==> config.mk <==
export PLATFORM = sky130hd
export DESIGN_NAME = mem_arbiter
export DESIGN_NICKNAME = d
export VERILOG_FILES = /design/src/rtl/amp_mem_pkg.sv /design/src/rtl/rr_pick2.sv /design/src/rtl/mem_arbiter.sv
export SDC_FILE = /design/constraint.sdc
export NUM_CORES = 1
export LEC_CHECK = 0
export ABC_AREA = 0
export CAP_MARGIN = 20
export CORE_UTILIZATION = 31
export CTS_BUF_LIST = sky130_fd_sc_hd__clkbuf_16
export DETAILED_ROUTE_END_ITERATION = 8
export GPL_TIMING_DRIVEN = 1
export PLACE_DENSITY_LB_ADDON = 0.2
export SKIP_CTS_REPAIR_TIMING = 1
export SLEW_MARGIN = 20
export SYNTH_ARGS = -nofsm -noshare
export SYNTH_HDL_FRONTEND = slang
export SYNTH_SLANG_ARGS = --single-unit
==> constraint.sdc <==
create_clock -name clk -period 5.6 [get_ports clk]
set_input_delay 0.84 -clock clk [delete_from_list [all_inputs] [get_ports clk]]
set_output_delay 0.84 -clock clk [all_outputs]
set_load 0.01 [all_outputs]
==> src/rtl/amp_mem_pkg.sv <==
// Shared definitions for the unified instruction/data memory subsystem.
// Used by the memory arbiter today and intended for reuse by the RAM wrapper
// and the core datapath.
//   arb_state_t : arbiter FSM state encoding
//   PORT_CORE / PORT_LDR : requester indices used as owner / round-robin history
//   ADDR_W_DEF / DATA_W_DEF : default word-address and data widths (1024 x 32 RAM)
package amp_mem_pkg;

    localparam int ADDR_W_DEF = 10;
    localparam int DATA_W_DEF = 32;

    localparam logic PORT_CORE = 1'b0;
    localparam logic PORT_LDR  = 1'b1;

    typedef enum logic [1:0] {
        ARB_IDLE  = 2'd0,
        ARB_ISSUE = 2'd1,
        ARB_WAIT  = 2'd2
    } arb_state_t;

endpackage

==> src/rtl/rr_pick2.sv <==
// Combinational two-way round-robin pick.
// Ports:
//   req0, req1  : request lines (index 0 / index 1)
//   last_owner  : index that won the previous arbitration
//   valid       : at least one request is present
//   winner      : index of the chosen requester (meaningful only when valid)
// On a tie the requester that did not win last time is chosen.
module rr_pick2
    import amp_mem_pkg::*;
(
    input  logic req0,
    input  logic req1,
    input  logic last_owner,
    output logic valid,
    output logic winner
);

    assign valid  = req0 | req1;
    assign winner = (req0 & req1) ? ~last_owner
                                  : (req1 ? PORT_LDR : PORT_CORE);

endmodule

==> src/rtl/mem_arbiter.sv <==
// Arbiter sharing one unified instruction/data RAM between the core memory
// port and the program loader/debug port. One transaction is in flight at a
// time; ties are broken round-robin.
// Ports:
//   clk, reset                      : clock, synchronous active-high reset
//   core_req/we/addr/wdata          : core request (held until core_gnt)
//   core_gnt, core_done, core_rdata : core grant pulse, completion pulse, read data
//   ldr_*                           : loader equivalents of the core_* ports
//   mem_we/addr/wdata, mem_rdata    : RAM interface (read data RD_LAT cycles after addr)
//   busy                            : high whenever a transaction is in progress
//
// Handshake: a requester raises req with we/addr/wdata valid and holds them
// until it sees gnt. gnt is a one-cycle pulse in the IDLE cycle that accepts
// the request (inputs are latched at the end of that cycle); the requester may
// change or drop req the cycle after gnt. done is a one-cycle pulse ending the
// transaction; on a read, rdata is valid during done and holds afterwards.
module mem_arbiter
    import amp_mem_pkg::*;
#(
    parameter int ADDR_W = ADDR_W_DEF,
    parameter int DATA_W = DATA_W_DEF,
    parameter int RD_LAT = 1
) (
    input  logic              clk,
    input  logic              reset,
    input  logic              core_req,
    input  logic              core_we,
    input  logic [ADDR_W-1:0] core_addr,
    input  logic [DATA_W-1:0] core_wdata,
    output logic              core_gnt,
    output logic              core_done,
    output logic [DATA_W-1:0] core_rdata,
    input  logic              ldr_req,
    input  logic              ldr_we,
    input  logic [ADDR_W-1:0] ldr_addr,
    input  logic [DATA_W-1:0] ldr_wdata,
    output logic              ldr_gnt,
    output logic              ldr_done,
    output logic [DATA_W-1:0] ldr_rdata,
    output logic              mem_we,
    output logic [ADDR_W-1:0] mem_addr,
    output logic [DATA_W-1:0] mem_wdata,
    input  logic [DATA_W-1:0] mem_rdata,
    output logic              busy
);

    // The wait counter is 3 bits wide, so only latencies 1..7 are representable.
    generate
        if ((RD_LAT < 1) || (RD_LAT > 7)) begin : g_bad_rd_lat
            $error("mem_arbiter: RD_LAT must be in 1..7");
        end
    endgenerate

    localparam logic [2:0] LAT_LOAD = 3'(RD_LAT);

    arb_state_t        state;
    logic              owner;
    logic              last_owner;
    logic              we_l;
    logic [ADDR_W-1:0] addr_l;
    logic [DATA_W-1:0] wdata_l;
    logic [2:0]        cnt;
    logic [DATA_W-1:0] core_rdata_q;
    logic [DATA_W-1:0] ldr_rdata_q;

    logic pick_valid;
    logic pick_winner;
    logic grant;
    logic wr_done;
    logic rd_done;
    logic xfer_done;

    rr_pick2 u_pick (
        .req0       (core_req),
        .req1       (ldr_req),
        .last_owner (last_owner),
        .valid      (pick_valid),
        .winner     (pick_winner)
    );

    // gnt and done are decoded from the registered state in the same cycle
    // they refer to: gnt must appear in the accepting IDLE cycle and a write
    // must complete in its ISSUE cycle. Every term is gated by reset so an
    // aborted transaction never signals anything.
    assign grant     = ~reset & (state == ARB_IDLE) & pick_valid;
    assign wr_done   = ~reset & (state == ARB_ISSUE) & we_l;
    assign rd_done   = ~reset & (state == ARB_WAIT) & (cnt == 3'd1);
    assign xfer_done = wr_done | rd_done;

    assign core_gnt  = grant & (pick_winner == PORT_CORE);
    assign ldr_gnt   = grant & (pick_winner == PORT_LDR);
    assign core_done = xfer_done & (owner == PORT_CORE);
    assign ldr_done  = xfer_done & (owner == PORT_LDR);

    // RAM data is only valid in the final WAIT cycle, so it is forwarded
    // during done and held in the register from then on.
    assign core_rdata = (rd_done && owner == PORT_CORE) ? mem_rdata : core_rdata_q;
    assign ldr_rdata  = (rd_done && owner == PORT_LDR)  ? mem_rdata : ldr_rdata_q;

    // The write strobe equals the write-completion condition.
    assign mem_we    = wr_done;
    assign mem_addr  = addr_l;
    assign mem_wdata = wdata_l;
    assign busy      = (state != ARB_IDLE);

    always_ff @(posedge clk) begin
        if (reset) begin
            state        <= ARB_IDLE;
            last_owner   <= PORT_LDR;
            owner        <= PORT_CORE;
            we_l         <= 1'b0;
            addr_l       <= '0;
            wdata_l      <= '0;
            cnt          <= '0;
            core_rdata_q <= '0;
            ldr_rdata_q  <= '0;
        end else begin
            case (state)
                ARB_IDLE: begin
                    if (pick_valid) begin
                        owner      <= pick_winner;
                        last_owner <= pick_winner;
                        if (pick_winner == PORT_LDR) begin
                            we_l    <= ldr_we;
                            addr_l  <= ldr_addr;
                            wdata_l <= ldr_wdata;
                        end else begin
                            we_l    <= core_we;
                            addr_l  <= core_addr;
                            wdata_l <= core_wdata;
                        end
                        state <= ARB_ISSUE;
                    end
                end
                ARB_ISSUE: begin
                    if (we_l) begin
                        state <= ARB_IDLE;
                    end else begin
                        cnt   <= LAT_LOAD;
                        state <= ARB_WAIT;
                    end
                end
                ARB_WAIT: begin
                    if (cnt == 3'd1) begin
                        if (owner == PORT_LDR) begin
                            ldr_rdata_q <= mem_rdata;
                        end else begin
                            core_rdata_q <= mem_rdata;
                        end
                        state <= ARB_IDLE;
                    end else begin
                        cnt <= cnt - 3'd1;
                    end
                end
                default: state <= ARB_IDLE;
            endcase
        end
    end

endmodule

; ---- After elaboration in Yosys (flattened, before gate mapping)
; Index checks and enable logic that the tools add are counted.
[classes]
addsub = 1
eq_ne = 7
muxes = 14
bitwise_logic = 17
n_reduce_logical = 10
[op_table]
columns = cell, n
row1 = 32-bit two-way mux, 3
row2 = 1-bit AND, 11
row3 = 10-bit two-way mux, 1
row4 = 3-bit AND reduction, 3
row5 = 2-bit two-way mux, 3
row6 = 3-bit two-way mux, 2
row7 = "2-bit inequality test, second input constant", 3
row8 = 2-bit case mux with 3 select lines, 1
row9 = 3-bit case mux with 2 select lines, 1
row10 = 1-bit NOT, 4
row11 = 2-bit AND reduction, 2
row12 = 2-bit nonzero test, 2
row13 = "3-bit by 1-bit == test with 1-bit output, second input constant", 1
row14 = 1-bit two-way mux, 3
row15 = "3-bit by 1-bit subtractor with 3-bit output, second input constant", 1
row16 = "2-bit by 1-bit == test with 1-bit output, second input constant", 1
row17 = "2-bit == test, second input constant", 1
row18 = 1-bit logical AND, 2
row19 = 2-bit logical NOT, 1
row20 = "2-bit by 1-bit inequality test with 1-bit output, second input constant", 1
row21 = 1-bit bitwise OR, 2
[totals]
reg_bits = 114

; ---- Depth between registers and ports, before layout
; Gate-level depths: netlist of the first run.
[depth]
word_depth = 5
mapped_depth = 9

; ---- Hierarchy
; From an unflattened synthesis of the first run, not the netlist that was laid out.
[unflattened]
hier_cells = 559
area_unflattened_um2 = 5597.9
[modules_own_cells]
columns = mod, n_inst, cells_per_inst, area_per_inst_um2, seq_area_each_um2
row1 = mem_arbiter, 1, 557, 5584.1, 2282.2
row2 = rr_pick2, 1, 2, 13.8, 0.0

; ---- Least setup slack after synthesis of the first run
; Ideal clock, no wire load.
[synth_path]
path_type = input -> output
start = in reset
end = out core_rdata[10]
arrival_ps = 1781
setup_slack_ps = 2979
cell_stages = 3
n_path_buf = 1
path_cell_list = nor3_4 buf_2 mux2_2
[synth_via]
elab_chain_cells = 5
[synth_lines]
columns = item, line_no
row1 = from (decl), mem_arbiter.sv:25  ; input logic reset,
row2 = 1-bit NOT, mem_arbiter.sv:87  ; assign rd_done = ~reset & (state == ARB_WAIT) & (cnt == 3'd1);
row3 = 1-bit AND (2 in a row), mem_arbiter.sv:87
row4 = 1-bit logical AND, mem_arbiter.sv:97  ; assign core_rdata = (rd_done && owner == PORT_CORE) ? mem_rdata : core_rdata_q;
row5 = 32-bit two-way mux, mem_arbiter.sv:97
row6 = to (decl), mem_arbiter.sv:32  ; output logic [DATA_W-1:0] core_rdata,
; No other way between the ends.

; ---- Worst setup path after layout of the first run
[layout_path]
start = reg cnt[1]
end = out core_rdata[30]
[layout_via]
elab_chain_cells = 4
[layout_lines]
columns = item, line_no
row1 = from (decl), mem_arbiter.sv:62  ; logic [2:0] cnt;
row2 = from (signal assigned), mem_arbiter.sv:152  ; cnt <= cnt - 3'd1;
row3 = 3-bit by 1-bit == test with 1-bit output, mem_arbiter.sv:87
row4 = 1-bit AND, mem_arbiter.sv:87
row5 = 1-bit logical AND, mem_arbiter.sv:97
row6 = 32-bit two-way mux, mem_arbiter.sv:97
; No other way between the ends.

==> results.cfg, run 1 <==
[pwr]
p_sw_mw = 0.592
comb_power_share_pct = 16.8
p_sw_share_pct = 23.6
seq_power_share_pct = 35.9
p_per_area_nw_per_um2 = 313
pwr-share-clk_pct = 47.3
p_leak_nw = 3.25
peakVddDrop_mv = 0.189
p_total_mw = 2.51
p_int_mw = 1.92

[global_routing]
antenna_found_initial = 0
gr-total-overflow = 0
grt_usage_pct = 18.2
grt_max_degree = 65
grt_pass1_vias = 4749
grt_pass1_wl_microns = 23600

[floorplanning]
coreArea_sq_um = 15300
rows = 45
die_area_sq_um = 16400
die_y_microns = 128
ios = 234
die_x_microns = 128
start_util_pct = 32.1

[sta]
min_period_ns = 3.95
drv_slew = 0
max_freq_mhz = 253
fin_tns_setup_ns = 0
clock_skew_ns = 0.00729
setup_viol = 0
rsz0062_at_grt = false
fin_ws_ns = 1.65
worst_slew_pin_slew_ns = 0.725
maxSlewHeadroom_pct = 51.7
finalHoldViolations = 0
period_share_pct = 70.6

[place]
gp_congestion = 0.778
dp.final_hpwl_microns = 10100
pre_cts_slack_ns = 1.90
dp_cells = 978
io_buffers = 233

[final_layout]
layoutNonFillerInstCount = 1009
final_layout_size_suffix_gt1_share_pct = 9.52
nets = 910
antenna_cells = 0
areaGrowthSynthToFinish_pct = 63.5
fillers = 1392
final_cell_mix = 232 x clkdlybuf4s50_1, 184 x nand2_1, 114 x dfxtp_1, 64 x a22o_1, 49 x nor2_1
mostFrequentLayoutCell = clkdlybuf4s50_1

[routing]
wl_per_cell_microns = 14.6
ant_nets = 0
dr.first_iter.drc_count = 202
via_count = 4885
drt_wl_total_microns = 14800
dr.pass1.iters = 4
dr_wl_met2_microns = 6550
met3_length_microns = 1350
highest_layer = met4
met1_length_microns = 6640
vias_per_cell = 4.84
drc = 0

[synthesis]
syn_area_sq_um = 4910
synth.top_cell.area_share_pct = 46.4
synthArstFlopShare_pct = 0
yosys-top-cells-area = dfxtp_1 46%, nand2_1 14%, a22o_1 11%
synth-edff-count = 0
synthFlopType = dfxtp_1
syn_nets = 697
yosysSeqAreaShare_pct = 46.4
ys_ff_latch = 114
synth_largest_area_cell = dfxtp_1
synth_cells = 573
yosys.cell_types.count = 30
syn-mean-instance-area_sq_um = 8.57
yosys_warnings = 0

[worst_setup_path]
worstSetupPathType = reg2out
reg2reg_from = state[0]
cp_max_fo = 64
cp.required_ns = 4.76
end_kind = primary output
rrSetupSlack_ns = 3.33
worstSetupStartpointType = flop
cp.arrival_ns = 3.11
crit_path_start = cnt[1]

[clock_tree]
clkSinkCount = 114
clock_latency_ns = 0.41
clock_path_buffers = 2
cts.htree.levels = 4
cts-buffers-inserted = 17
clock-root-buffer = clkbuf_16
cts_tree = yes
clk_pin_slew_ns = 0.05

[run]
drv_cap = 0

[min_path]
min_path_type = reg2reg
min_from = core_rdata_q[2]

[run_status]
status = finished clean
worst max-delay path: stages (launching register included):
cell,delay (ns)
dfxtp_1,0.31
inv_1,0.07
ha_1,0.16
nand4bb_1,0.36
nor3_4,0.22
buf_4,0.59
mux2_2,0.45
clkdlybuf4s50_1,0.49
cell type report:
class / count / area, sq um / share of cell area (%)
sequential: 114 / 2280 / 28.4
inverter: 6 / 22.5 / 0.280
tap: 211 / 264 / 3.29
timing repair buffer: 241 / 2390 / 29.7
clock inverter: 14 / 219 / 2.73
clock buffer: 17 / 425 / 5.30
multi-input combinational: 406 / 2430 / 30.3
per-stage QoR:
stage,util [%],instance area [sq um],hold WS [ns]
floorplan,-,4910,0.435
global placement,48.2,7390,0.449
detailed placement,48.2,7390,0.450
CTS,52.5,8030,0.471
global route,52.5,8030,0.484
finish,52.5,8030,0.466
state kept, by name (all words and copies together) (netlist names):
name / cells
we_l: 1
core_rdata_q: 32
mem_addr: 10
owner: 1
state: 2
last_owner: 1
mem_wdata: 32
cnt: 3
ldr_rdata_q: 32
cell usage after synthesis, drive strengths merged, types with 2 or more instances:
library cell    n
nand2         184
dfxtp         114
a22o           64
nor2           52
a311oi         42
clkbuf         35
mux2           32
buf            12
inv             6
nor3            4
a211oi          3
a21oi           3
or3             3
ha              2
nand2b          2
nor2b           2
nor3b           2
o21ai           2
worst paths after layout:
kind | to | cells past startpoint
max | core_rdata[30] | 7
min | core_rdata_q[2] | 1
max reg2reg | mem_wdata[5] | 6
min reg2reg | core_rdata_q[2] | 1
per-layer routing:
layer | GRT usage, % | vias up
met5 | 0 | -
met4 | 7.13 | 0
met3 | 6.64 | 15
met2 | 28.7 | 219
met1 | 22.6 | 2217
li1 | - | 2434
power groups by stage:
stage / registers (mW) / logic [mW] / clock network [mW]
after CTS: 0.903 / 0.426 / 1.21
after global routing: 0.909 / 0.460 / 1.25
after floorplan: 0.934 / 0.166 / 0
after global placement: 0.915 / 0.420 / 0
after detailed placement: 0.918 / 0.423 / 0
final: 0.903 / 0.422 / 1.19
logic make-up (layout without fill, tap and decap cells):
group                      after synthesis  after routing  synth area share [%]
and+or+nand+nor                        254            254                  20.9
AOI/OAI and AO/OA                      118            118                  20.5
DFF                                    114            114                  46.4
buffers and inverters                   53            278                  4.33
muxes                                   32             32                  7.33
adders and majority gates                2              2                 0.509
(Power assumes the default switching activity.)
==> run 2: changes to the inputs <==
Clock period 5.6 ns to 3.5 ns, I/O delays scaled along.
==> results.cfg, run 2 (same netlist as run 1, synthesis figures left out) <==
[sta]
worst_slew_pin_slew_ns = 0.469
finalHoldViolations = 0
drv_slew = 0
max_freq_mhz = 312
clock_skew_ns = 0.00834
setup_viol = 0
maxSlewHeadroom_pct = 68.7
period_share_pct = 91.6
whs_ns = 0.470
fin_tns_setup_ns = 0
rsz0062_at_grt = false
min_period_ns = 3.21

[worst_setup_path]
reg2reg_from = state[1]
worst-r2r-cell-count = 6
crit_path_cell_trace = ha_1 > nand4bb_2 > nor3_4 > buf_12 > mux2_2 > clkdlybuf4s50_1
worstSetupPathType = reg2out
cp_max_fo = 64
worstSetupStartpointType = flop
rr_endpoint = mem_wdata[10]
cp.required_ns = 2.97
rrSetupSlack_ns = 1.74
end_kind = primary output
slowest_stage = clkdlybuf4s50_1
critPathMaxStageDelay_ns = 0.49
cp.arrival_ns = 2.68

[clock_tree]
cts-buffers-inserted = 17
clock-root-buffer = clkbuf_16
clock_latency_ns = 0.41
clkSinkCount = 114
cts_tree = yes
clock_path_buffers = 2
cts.htree.levels = 4
clk_pin_slew_ns = 0.05

[final_layout]
final_layout_size_suffix_gt1_share_pct = 9.50
areaGrowthSynthToFinish_pct = 64.1
utilization_pct = 52.6
antenna_cells = 0
nets = 911
final_cell_mix = 232 x clkdlybuf4s50_1, 184 x nand2_1, 114 x dfxtp_1, 64 x a22o_1, 49 x nor2_1
design_area_sq_um = 8060
mostFrequentLayoutCell = clkdlybuf4s50_1

[routing]
ant_nets = 0
wl_per_cell_microns = 14.3
via_count = 4844
drc = 0
dr.pass1.iters = 4
drt_wl_total_microns = 14500
dr.first_iter.drc_count = 240
vias_per_cell = 4.79

[run]
drv_cap = 0

[floorplanning]
die_y_microns = 128
coreArea_sq_um = 15300
start_util_pct = 32.1
rows = 45
die_area_sq_um = 16400
die_x_microns = 128
ios = 234

[pwr]
peakVddDrop_mv = 0.338
p_leak_nw = 3.25
p_sw_mw = 0.946
p_sw_share_pct = 23.9
seq_power_share_pct = 36.5
pwr-share-clk_pct = 46.2
comb_power_share_pct = 17.3
p_per_area_nw_per_um2 = 490
p_int_mw = 3.01

[min_path]
min_from = ldr_rdata_q[8]
min_path_type = reg2reg
worstHoldEndpoint = ldr_rdata_q[8]
min_path_cells = 1

[place]
io_buffers = 233
gp_congestion = 0.778
place_area_sq_um = 7430
dp.final_hpwl_microns = 10000

[global_routing]
grt_pass1_wl_microns = 23800
grt_pass1_vias = 4754
antenna_found_initial = 0
grt_usage_pct = 18.5
grt_max_degree = 79
gr-total-overflow = 0

[run_status]
status = finished clean
==> run 2: cell type report <==
| cell class | instances | area, sq um |
|---|---|---|
| clock buffers | 17 | 425 |
| clock inverters | 15 | 199 |
| fillers | 1405 | 7250 |
| inverters | 6 | 22.5 |
| multi-input cells | 406 | 2440 |
| flip-flops and latches | 114 | 2280 |
| well taps | 211 | 264 |
| repair buffers | 242 | 2430 |
==> run 2: per-layer routing <==
metal / vias to the layer above / GRT usage, % / routed length, microns
li1: 2443 / - / -
met1: 2186 / 23.4 / 6710
met2: 192 / 28.3 / 6270
met3: 23 / 6.80 / 1220
met4: 0 / 7.61 / 269
met5: - / 0 / 0
==> run 2: critical path, delay by kind of cell, from the launching register on <==
family / cells / cell delay (ns)
DFF: 1 / 0.35
buffers and inverters: 2 / 0.79
adders and majority gates: 1 / 0.20
and+or+nand+nor: 2 / 0.49
muxes: 1 / 0.38
==> run 2: how the worst max path moves through the flow <==
stage / start / to / slack (ns) / cells past startpoint
finish: cnt[0] / core_rdata[30] / 0.29 / 6
global route: cnt[1] / core_rdata[17] / 0.14 / 7
CTS: cnt[0] / core_rdata[30] / 0.16 / 6
detailed placement: cnt[0] / core_rdata[26] / 0.62 / 6
global placement: cnt[1] / core_rdata[29] / 0.67 / 7
floorplan: cnt[1] / core_rdata[10] / 1.32 / 7
==> run 2: metrics by stage <==
stage          worst slack (ns)  std cells  total power [mW]
4_1_cts                   0.161       1011              4.00
5_1_grt                   0.136       1011              4.13
3_3_place_gp              0.673        979              2.14
3_5_place_dp              0.624        979              2.15
2_1_floorplan              1.32        573              1.76
6_report                  0.294       1011              3.95
==> run 2: power by group through the flow <==
| stage | clock network (mW) | registers, mW | logic (mW) |
|---|---|---|---|
| global placement | 0 | 1.46 | 0.676 |
| global route | 1.93 | 1.45 | 0.748 |
| CTS | 1.87 | 1.44 | 0.686 |
| finish | 1.83 | 1.44 | 0.682 |
| detailed placement | 0 | 1.47 | 0.683 |
| floorplan | 0 | 1.49 | 0.266 |
